$ cat src/rtl/csa_accumulator.sv
// csa_accumulator: carry-save multi-operand accumulator with valid/ready in and out.
// Optional macro CSA_ACC_CPA_PIPE_EN splits the final carry-propagate add over two cycles.
module csa_accumulator #(
  parameter int WIDTH = 4,
  parameter int CNT_W = 4
) (
  input  logic                   clk,
  input  logic                   rst,
  input  logic                   in_valid,
  output logic                   in_ready,
  input  logic [WIDTH-1:0]       in_data,
  input  logic                   in_last,
  output logic                   out_valid,
  input  logic                   out_ready,
  output logic [WIDTH+CNT_W-1:0] out_sum,
  output logic [CNT_W-1:0]       out_count,
  output logic                   out_ovf
);
  localparam int ACC_W = WIDTH + CNT_W;
  localparam logic [CNT_W-1:0] CNT_MAX = '1;
  typedef enum logic [1:0] {ACCUM, RESOLVE, RESOLVE2, HOLD} state_t;
  state_t state_q, state_d;
  logic [ACC_W-1:0] s_q, s_d, c_q, c_d, sum_q, sum_d, d;
  logic [CNT_W-1:0] count_q, count_d;
  logic ovf_q, ovf_d;
`ifdef CSA_ACC_CPA_PIPE_EN
  localparam int HALF = ACC_W / 2;
  localparam int HI = ACC_W - HALF;
  logic [HALF-1:0] lo_q, lo_d;
  logic cy_q, cy_d;
`endif
  assign d = ACC_W'(in_data);
  assign in_ready = state_q == ACCUM;
  assign out_valid = state_q == HOLD;
  assign out_sum = sum_q;
  assign out_count = count_q;
  assign out_ovf = ovf_q;
  always_comb begin
    state_d = state_q;
    s_d = s_q;
    c_d = c_q;
    count_d = count_q;
    ovf_d = ovf_q;
    sum_d = sum_q;
`ifdef CSA_ACC_CPA_PIPE_EN
    lo_d = lo_q;
    cy_d = cy_q;
`endif
    if (state_q == ACCUM && in_valid) begin
      s_d = s_q ^ c_q ^ d;
      c_d = ((s_q & c_q) | (s_q & d) | (c_q & d)) << 1;
      count_d = count_q == CNT_MAX ? count_q : count_q + 1'b1;
      ovf_d = ovf_q | (count_q == CNT_MAX);
      state_d = in_last ? RESOLVE : ACCUM;
    end else if (state_q == RESOLVE) begin
`ifdef CSA_ACC_CPA_PIPE_EN
      {cy_d, lo_d} = {1'b0, s_q[HALF-1:0]} + {1'b0, c_q[HALF-1:0]};
      state_d = RESOLVE2;
`else
      sum_d = s_q + c_q;
      state_d = HOLD;
`endif
    end else if (state_q == RESOLVE2) begin
`ifdef CSA_ACC_CPA_PIPE_EN
      sum_d = {s_q[ACC_W-1:HALF] + c_q[ACC_W-1:HALF] + HI'(cy_q), lo_q};
`endif
      state_d = HOLD;
    end else if (state_q == HOLD && out_ready) begin
      s_d = '0;
      c_d = '0;
      count_d = '0;
      ovf_d = 1'b0;
      state_d = ACCUM;
    end
  end
  always_ff @(posedge clk) begin
    if (rst) begin
      state_q <= ACCUM;
      s_q <= '0;
      c_q <= '0;
      count_q <= '0;
      ovf_q <= 1'b0;
      sum_q <= '0;
`ifdef CSA_ACC_CPA_PIPE_EN
      lo_q <= '0;
      cy_q <= 1'b0;
`endif
    end else begin
      state_q <= state_d;
      s_q <= s_d;
      c_q <= c_d;
      count_q <= count_d;
      ovf_q <= ovf_d;
      sum_q <= sum_d;
`ifdef CSA_ACC_CPA_PIPE_EN
      lo_q <= lo_d;
      cy_q <= cy_d;
`endif
    end
  end
endmodule

$ cat config.mk
export PLATFORM = sky130hd
export DESIGN_NAME = csa_accumulator
export DESIGN_NICKNAME = d
export VERILOG_FILES = /design/src/rtl/csa_accumulator.sv
export SDC_FILE = /design/constraint.sdc
export NUM_CORES = 1
export LEC_CHECK = 0
export BUFFER_PORTS_ARGS = -buffer_cell sky130_fd_sc_hd__buf_4
export CAP_MARGIN = 0
export CELL_PAD_IN_SITES_DETAIL_PLACEMENT = 2
export CELL_PAD_IN_SITES_GLOBAL_PLACEMENT = 2
export CORE_MARGIN = 2
export CORE_UTILIZATION = 30
export CTS_CLUSTER_DIAMETER = 150
export DETAILED_ROUTE_END_ITERATION = 12
export PLACE_DENSITY_LB_ADDON = 0.1
export REMOVE_ABC_BUFFERS = 1
export SYNTH_ARGS = -nofsm -noshare
export SYNTH_HDL_FRONTEND = slang
export SYNTH_SLANG_ARGS = --single-unit
export TNS_END_PERCENT = 50
$ cat constraint.sdc
create_clock -name clk -period 1.9 [get_ports clk]
set_clock_uncertainty 0.15 [all_clocks]
set_input_delay 0.285 -clock clk [delete_from_list [all_inputs] [get_ports clk]]
set_output_delay 0.285 -clock clk [all_outputs]
set_load 0.02 [all_outputs]
### Word-level counts from Yosys, hierarchy flattened

Cells that the tools add are included.

| storage, ports and cells | value |
|---|---|
| register bits | 30 |
| bits of input ports | 9 |
| output and inout port bits | 15 |
| logic and storage cells | 54 |

| operators by class | value |
|---|---|
| $add $sub $neg | 2 |
| equality and inequality tests | 7 |
| muxes and demuxes | 22 |
| bitwise logic cells | 9 |
| reduce and logical (&&, ||, !) cells | 8 |

Operators by type and width:

| operator | count |
|---|---|
| $mux W8 | 8 |
| $mux W4 | 5 |
| $and A7 B4 Y7 | 2 |
| $or A7 B7 Y7 | 2 |
| $add A8 B8 Y8 | 1 |
| $mux W2 | 4 |
| $xor A8 B4 Y8 | 1 |
| $xor A8 B8 Y8 | 1 |
| $and A7 B7 Y7 | 1 |
| $ne A2 B2 Y1 const B | 3 |
| $mux W1 | 5 |
| $add A4 B1 Y4 const B | 1 |
| $eq A2 B2 Y1 const B | 2 |
| $eq A4 B4 Y1 const B | 1 |
| $reduce_and A4 Y1 | 1 |
| $reduce_bool A4 Y1 | 1 |
| $reduce_and A3 Y1 | 1 |
| $eq A2 B1 Y1 const B | 1 |
| $logic_and A1 B1 Y1 | 2 |
| $logic_not A2 Y1 | 1 |
| $reduce_and A2 Y1 | 1 |
| $reduce_bool A2 Y1 | 1 |
| $not A1 Y1 | 1 |
| $or A1 B1 Y1 | 1 |

### Logic depth before layout (Yosys ltp)

Gate-level depths: netlist (run 1).

| depth | value |
|---|---|
| depth after elaboration | 6 |
| gate-level depth with buffers | 8 |
| gate-level depth less buffers | 6 |

### Least setup slack after synthesis (run 1)

No wires, ideal clock.

| path | value |
|---|---|
| path type | flip-flop to flip-flop |
| start | register s_q[1] |
| end | register sum_q[7], in the netlist out_sum[7] |
| library setup time | 0.092 ns |
| arrival time | 1.688 ns |
| data required time | 1.658 ns |
| setup slack | -0.030 ns |
| stages on the path, launching flop included | 7 |
| buffers on the path | 0 |
| period minus slack after synthesis | 1.930 ns |
| cell sequence | dfxtp_1 ha_1 fa_1 a211oi_1 nor2_1 and4_1 nor4_1 |

| on the way | value |
|---|---|
| longest elaborated chain between the ends | 1 |

Ends and longest elaborated chain:

| item | line | text |
|---|---|---|
| start, declared | 23 | `logic [ACC_W-1:0] s_q, s_d, c_q, c_d, sum_q, sum_d, d;` |
| start signal, assigned | 79 | `s_q <= '0;` |
| start signal, assigned | 90 | `s_q <= s_d;` |
| $add A8 B8 Y8 | 60 | `sum_d = s_q + c_q;` |
| end signal, assigned | 94 | `sum_q <= sum_d;` |
| end, declared | 23 |  |

Every way passes these cells.
A chain may end at the register's enable or synchronous reset.

### Worst setup path after layout (run 1)

| path | value |
|---|---|
| start | register s_q[2] |
| end | register sum_q[6], in the netlist out_sum[6] |

The elaborated chain is that of the path after synthesis.

==> results of run 1 <==
[per-stage QoR]
step           cells  power, mW  utilization [%]  cell area, um2  setup TNS [ns]
6_report         280       1.61             40.9            2060               0
5_1_grt          280       1.71             40.9            2060         -0.0824
4_1_cts          278       1.62             39.8            2010               0
3_5_place_dp     269       1.07             37.5            1890          -0.278
3_3_place_gp     269       1.05             37.5            1890         -0.0498
2_1_floorplan    159      0.891                -            1510         -0.0298
[cell families (layout without fill, tap and decap cells)]
group | count (synthesis) | count (layout) | synth area share [%]
buf+inv | 10 | 54 | 3.32
simple gates | 57 | 57 | 18.3
mux | 3 | 3 | 1.94
fa+ha+maj | 16 | 16 | 14.9
xor+xnor | 2 | 2 | 1.13
flops | 30 | 30 | 38.9
compound gates | 48 | 48 | 21.5
[power by group]
group / leakage [nW] / switching (mW) / internal [mW]
Clock: 0.0482 / 0.239 / 0.292
Combinational: 0.570 / 0.218 / 0.168
Sequential: 0.244 / 0.0279 / 0.662
[cells in the mapped netlist, types with 2 or more instances]
library cell	n	area [um2]
inv_1	3	11.3
fa_1	4	80.1
buf_2	2	10.0
nand2b_1	2	12.5
or3b_2	2	17.5
a22oi_1	14	105
a211oi_1	4	30.0
nand2_1	7	26.3
mux2i_1	3	30.0
nand3b_1	2	15.0
nor3_1	2	10.0
nand3_1	6	30.0
o21bai_1	2	15.0
nor2b_1	2	12.5
clkbuf_1	2	7.51
o31ai_1	2	15.0
a21oi_1	9	45.0
ha_1	12	150
nor2_1	26	97.6
o21ai_0	7	35.0
a21o_1	2	15.0
dfxtp_1	30	601
[final timing paths]
check / to / slack (ns)
worst max-delay path: out_sum[6] / 0.03
worst min-delay path: state_q[0] / 0.15
worst max register to register: out_sum[6] / 0.03
worst min register to register: out_sum[5] / 0.32
[sequential cells by signal, summed over array words and instances, names as in the netlist]
signal,flops
out_ovf,1
c_q,7
s_q,8
state_q,2
out_sum,8
out_count,4
[metal layers]
layer,vias up,GRT usage (%),routed length [um]
li1,690,-,-
met1,703,18.6,1910
met2,21,34.3,2580
met3,6,4.37,128
met4,0,4.68,48
met5,-,0,0
[worst reg2reg max path, cell delays in order (launching register included)]
cell	delay (ns)
dfxtp_2	0.34
ha_1	0.33
a21oi_4	0.15
nor2_2	0.07
or4_1	0.47
a32o_1	0.25
[area by class of cell]
cell class                      count  area (um2)
Timing Repair Buffer               43         323
Tap cell                           70        87.6
Clock buffer                        7        86.3
Clock inverter                      1        5.00
Sequential cell                    30         604
Fill cell                         556        2980
Inverter                            3        11.3
Multi-Input combinational cell    126         947
[repair_timing]
action,4_1_cts,5_1_grt
hold buffers,0,0
gates resized for setup,5,10
buffers inserted,1,2
endpoints found under the hold margin,0,0
pin swaps,4,1
cloned,0,0
endpoints found under the setup margin,3,6
==> flow_summary.json, run 1 <==
{
  "syn_area_um2": 1550,
  "clock-root-buffer": "clkbuf_8",
  "asyncSetResetFlopFracSynth_pct": 0,
  "viasPerCell": 5.07,
  "layout_commonest_cell": "buf_4",
  "overflow": 0,
  "timing.final.crit_share_pct": 98.6,
  "gp_congestion": 0.862,
  "nets": 234,
  "seq_area_frac_synth_pct": 38.9,
  "wl_per_cell_um": 16.7,
  "crit_chain": "ha_1, a21oi_4, nor2_2, or4_1, a32o_1",
  "relSlewSlack_pct": 77.6,
  "synth_edf_count": 0,
  "dr.pass1.iters": 2,
  "hold_depth": 3,
  "outcome": "finished clean",
  "drive_gt1_share_pct": 33.3,
  "fmax_mhz": 534,
  "leakage_nw": 0.862,
  "ys.warnings.count": 0,
  "start_kind": "flop",
  "core_um2": 5040,
  "dp_hpwl_um": 3600,
  "synth_flop_cell": "dfxtp_1",
  "cp.required_ns": 1.93,
  "worst_pin_slew_ns": 0.331,
  "hold_violations": 0,
  "ir_worst_vdd_uv": 347,
  "ys_ff_latch": 30,
  "setup_slack_ns": 0.0264,
  "critPathMaxFanout": 3,
  "dieWidth_um": 75.8,
  "critPathBufInv": 0,
  "io_buffer_count": 23,
  "syn2layout_area_growth_pct": 33.6,
  "cp_slowest_cell": "or4_1",
  "reg2reg_from": "s_q[2]",
  "drv_slew": 0,
  "ant_nets": 0,
  "layout_common_cells": "buf_4, dfxtp_1, nor2_1, a22oi_1, a21oi_1",
  "worstHoldStart": "in_last",
  "reg2reg_depth": 5,
  "pre_cts_ws_ns": -0.175,
  "core.rowCount": 26,
  "post-route-min-period_ns": 1.87,
  "cap_viol_max_count": 0,
  "worstPathArrival_ns": 1.90,
  "drt_wl_total_um": 4660,
  "cp_top_family": "simple AND/OR/NAND/NOR gates",
  "grt_start_max_net_pins": 24,
  "htreeDepth": 2,
  "io_pins": 24,
  "cpPeakStageDelay_ns": 0.47,
  "antenna_found_initial": 0,
  "clkSinkCount": 30,
  "hold_class": "primary input to flop",
  "path_clk_slew_ns": 0.07,
  "syn_inst": 166,
  "gr-usage-all-layers_pct": 17.7,
  "startpoint": "s_q[2]",
  "die_area_um2": 5740,
  "diodes": 0,
  "critical_path_depth": 5,
  "fp.dieH_um": 75.8,
  "start_util_pct": 30.6,
  "timing_worst_setup_path_type": "flop to flop",
  "setup_viol": 0,
  "clockBufferDepth": 2,
  "grt_pass1_vias": 1537,
  "grt_pass1_wl_um": 7430,
  "vias": 1420,
  "yosysUniqueCellTypes": 43,
  "cts_buffers": 5,
  "critPathCaptureType": "flop",
  "rsz0062_at_grt": "yes",
  "whs_ns": 0.153,
  "route.detailed.drc": 0,
  "avgSynthCellArea_um2": 9.31,
  "drt_iter0_markers": 35,
  "cts_tree": "yes",
  "clkLatencyLatePin_ns": 0.28,
  "power_density_nw_per_um2": 779
}
No activity file was read; power rests on OpenSTA's default activity.
==> inputs of run 2 (changes only) <==
- BUFFER_PORTS_ARGS: -buffer_cell sky130_fd_sc_hd__buf_4 -> -buffer_cell sky130_fd_sc_hd__clkbuf_2
- CORE_UTILIZATION: 30 -> 31
==> flow_summary.json, run 2 (synthesized netlist as in run 1, its figures left out) <==
{
  "fillers": 541,
  "antenna_found_initial": 0,
  "rrSetupSlack_ns": 0.06,
  "leakage_nw": 0.840,
  "htreeDepth": 2,
  "cts_tree": "yes",
  "overflow": 0,
  "start_kind": "flop",
  "io_pins": 24,
  "p_seq_share_pct": 41.5,
  "p_sw_mw": 0.494,
  "dr.pass1.iters": 4,
  "setup_viol": 0,
  "layout_commonest_cell": "dfxtp_1",
  "cp.required_ns": 1.94,
  "cts_buffers": 5,
  "cap_viol_max_count": 0,
  "gp_congestion": 0.795,
  "ir_worst_vdd_uv": 340,
  "hold_class": "primary input to flop",
  "seq_area_um2": 604,
  "route.detailed.drc": 0,
  "fin_setup_tns_ns": 0,
  "diodes": 0,
  "drive_gt1_share_pct": 32.9,
  "hold_buffers": 0,
  "pre_cts_ws_ns": -0.0909,
  "worst_pin_slew_ns": 0.341,
  "hold_violations": 0,
  "path_clk_slew_ns": 0.07,
  "gr-usage-all-layers_pct": 18.6,
  "dieWidth_um": 74.6,
  "grt_pass1_vias": 1584,
  "drt_iter0_markers": 40,
  "drv_slew": 0,
  "cts_setup_buffers": 0,
  "crit_chain": "ha_2, fa_2, a21o_1, a211oi_2, nor4b_1, a21o_1",
  "whs_ns": 0.179,
  "clock-root-buffer": "clkbuf_8",
  "drt_wl_total_um": 4790,
  "ant_nets": 0,
  "dp_hpwl_um": 3500,
  "die_area_um2": 5570,
  "grt_pass1_wl_um": 7710,
  "clkSinkCount": 30,
  "multi_input_area_um2": 945,
  "syn2layout_area_growth_pct": 29.5,
  "setup_slack_ns": 0.0637,
  "fin_cells": 274,
  "switching_share_pct": 29.6,
  "viasPerCell": 5.17,
  "power_density_nw_per_um2": 835,
  "vias": 1416,
  "wl_per_cell_um": 17.5,
  "core_um2": 4750,
  "core.rowCount": 25,
  "timing.final.crit_share_pct": 96.6,
  "start_util_pct": 32.5,
  "layout_common_cells": "dfxtp_1, nor2_1, clkbuf_2, buf_4, a22oi_1",
  "crit_top_cell": "a21o_1",
  "cp_slowest_cell": "fa_2",
  "clockBufferDepth": 2,
  "relSlewSlack_pct": 77.3,
  "worstPathArrival_ns": 1.88,
  "post-route-min-period_ns": 1.84,
  "io_buffer_count": 23,
  "critPathMaxFanout": 3,
  "combPwrFrac_pct": 21.6,
  "outcome": "finished clean",
  "grt_start_max_net_pins": 16,
  "p_int_mw": 1.18,
  "critPathCaptureType": "flop",
  "clkLatencyLatePin_ns": 0.28,
  "timing_worst_setup_path_type": "flop to flop",
  "fmax_mhz": 545,
  "fp.dieH_um": 74.6,
  "p_clk_share_pct": 36.9,
  "nets": 231,
  "place_inst": 266,
  "cpPeakStageDelay_ns": 0.37
}
-- run 2: cell count changes in the layout (fill, tap and decap cells not counted), sizes merged --
cell	previous run	this run
buf	43	17
clkinv	1	0
clkbuf	7	31
-- run 2: repair_timing --
| item | CTS | global route |
|---|---|---|
| pin swaps | 3 | 3 |
| setup endpoints to repair | 3 | 18 |
| cloned | 0 | 0 |
| resized for setup | 9 | 7 |
-- run 2: metrics by stage --
step	util (%)	area, um2	power, mW
global route	42.1	2000	1.77
CTS	41.6	1980	1.69
detailed placement	38.5	1830	1.05
global placement	38.5	1830	1.03
floorplan	-	1510	0.891
finish	42.1	2000	1.67
-- run 2: layout make-up --
class	count	share of cell area (%)
clock buffers	8	5.50
inverters	3	0.563
multi-input cells	126	47.2
flip-flops and latches	30	30.2
well taps	67	4.19
repair buffers	40	12.3
-- run 2: path summary, 6_finish.rpt --
check,to,start,cells past startpoint
worst min-delay path,state_q[0],in_last,3
worst min register to register,out_sum[5],out_sum[5],1
worst max-delay path,out_sum[5],s_q[1],6
worst max register to register,out_sum[5],s_q[1],6
-- run 2: layer usage --
layer	GRT usage [%]	part of all wire, %
met3	4.07	2.6
met2	32.2	51
met1	22.9	45
met5	0	0
met4	6.15	1.7
-- run 2: power groups by stage --
stage          sequential (mW)  clock (mW)  combinational, mW
6_report                 0.693       0.617              0.361
5_1_grt                  0.698       0.666              0.403
4_1_cts                  0.692       0.640              0.358
3_5_place_dp             0.703           0              0.347
3_3_place_gp             0.698           0              0.329
2_1_floorplan            0.715           0              0.176
-- run 2: worst max-delay path, delay by kind of cell (launching register included) --
kind	cells	cell delay [ns]
AO/OA/AOI/OAI	3	0.61
adder cells (fa/ha/maj)	2	0.57
flip-flops	1	0.32
AND/OR/NAND/NOR	1	0.09
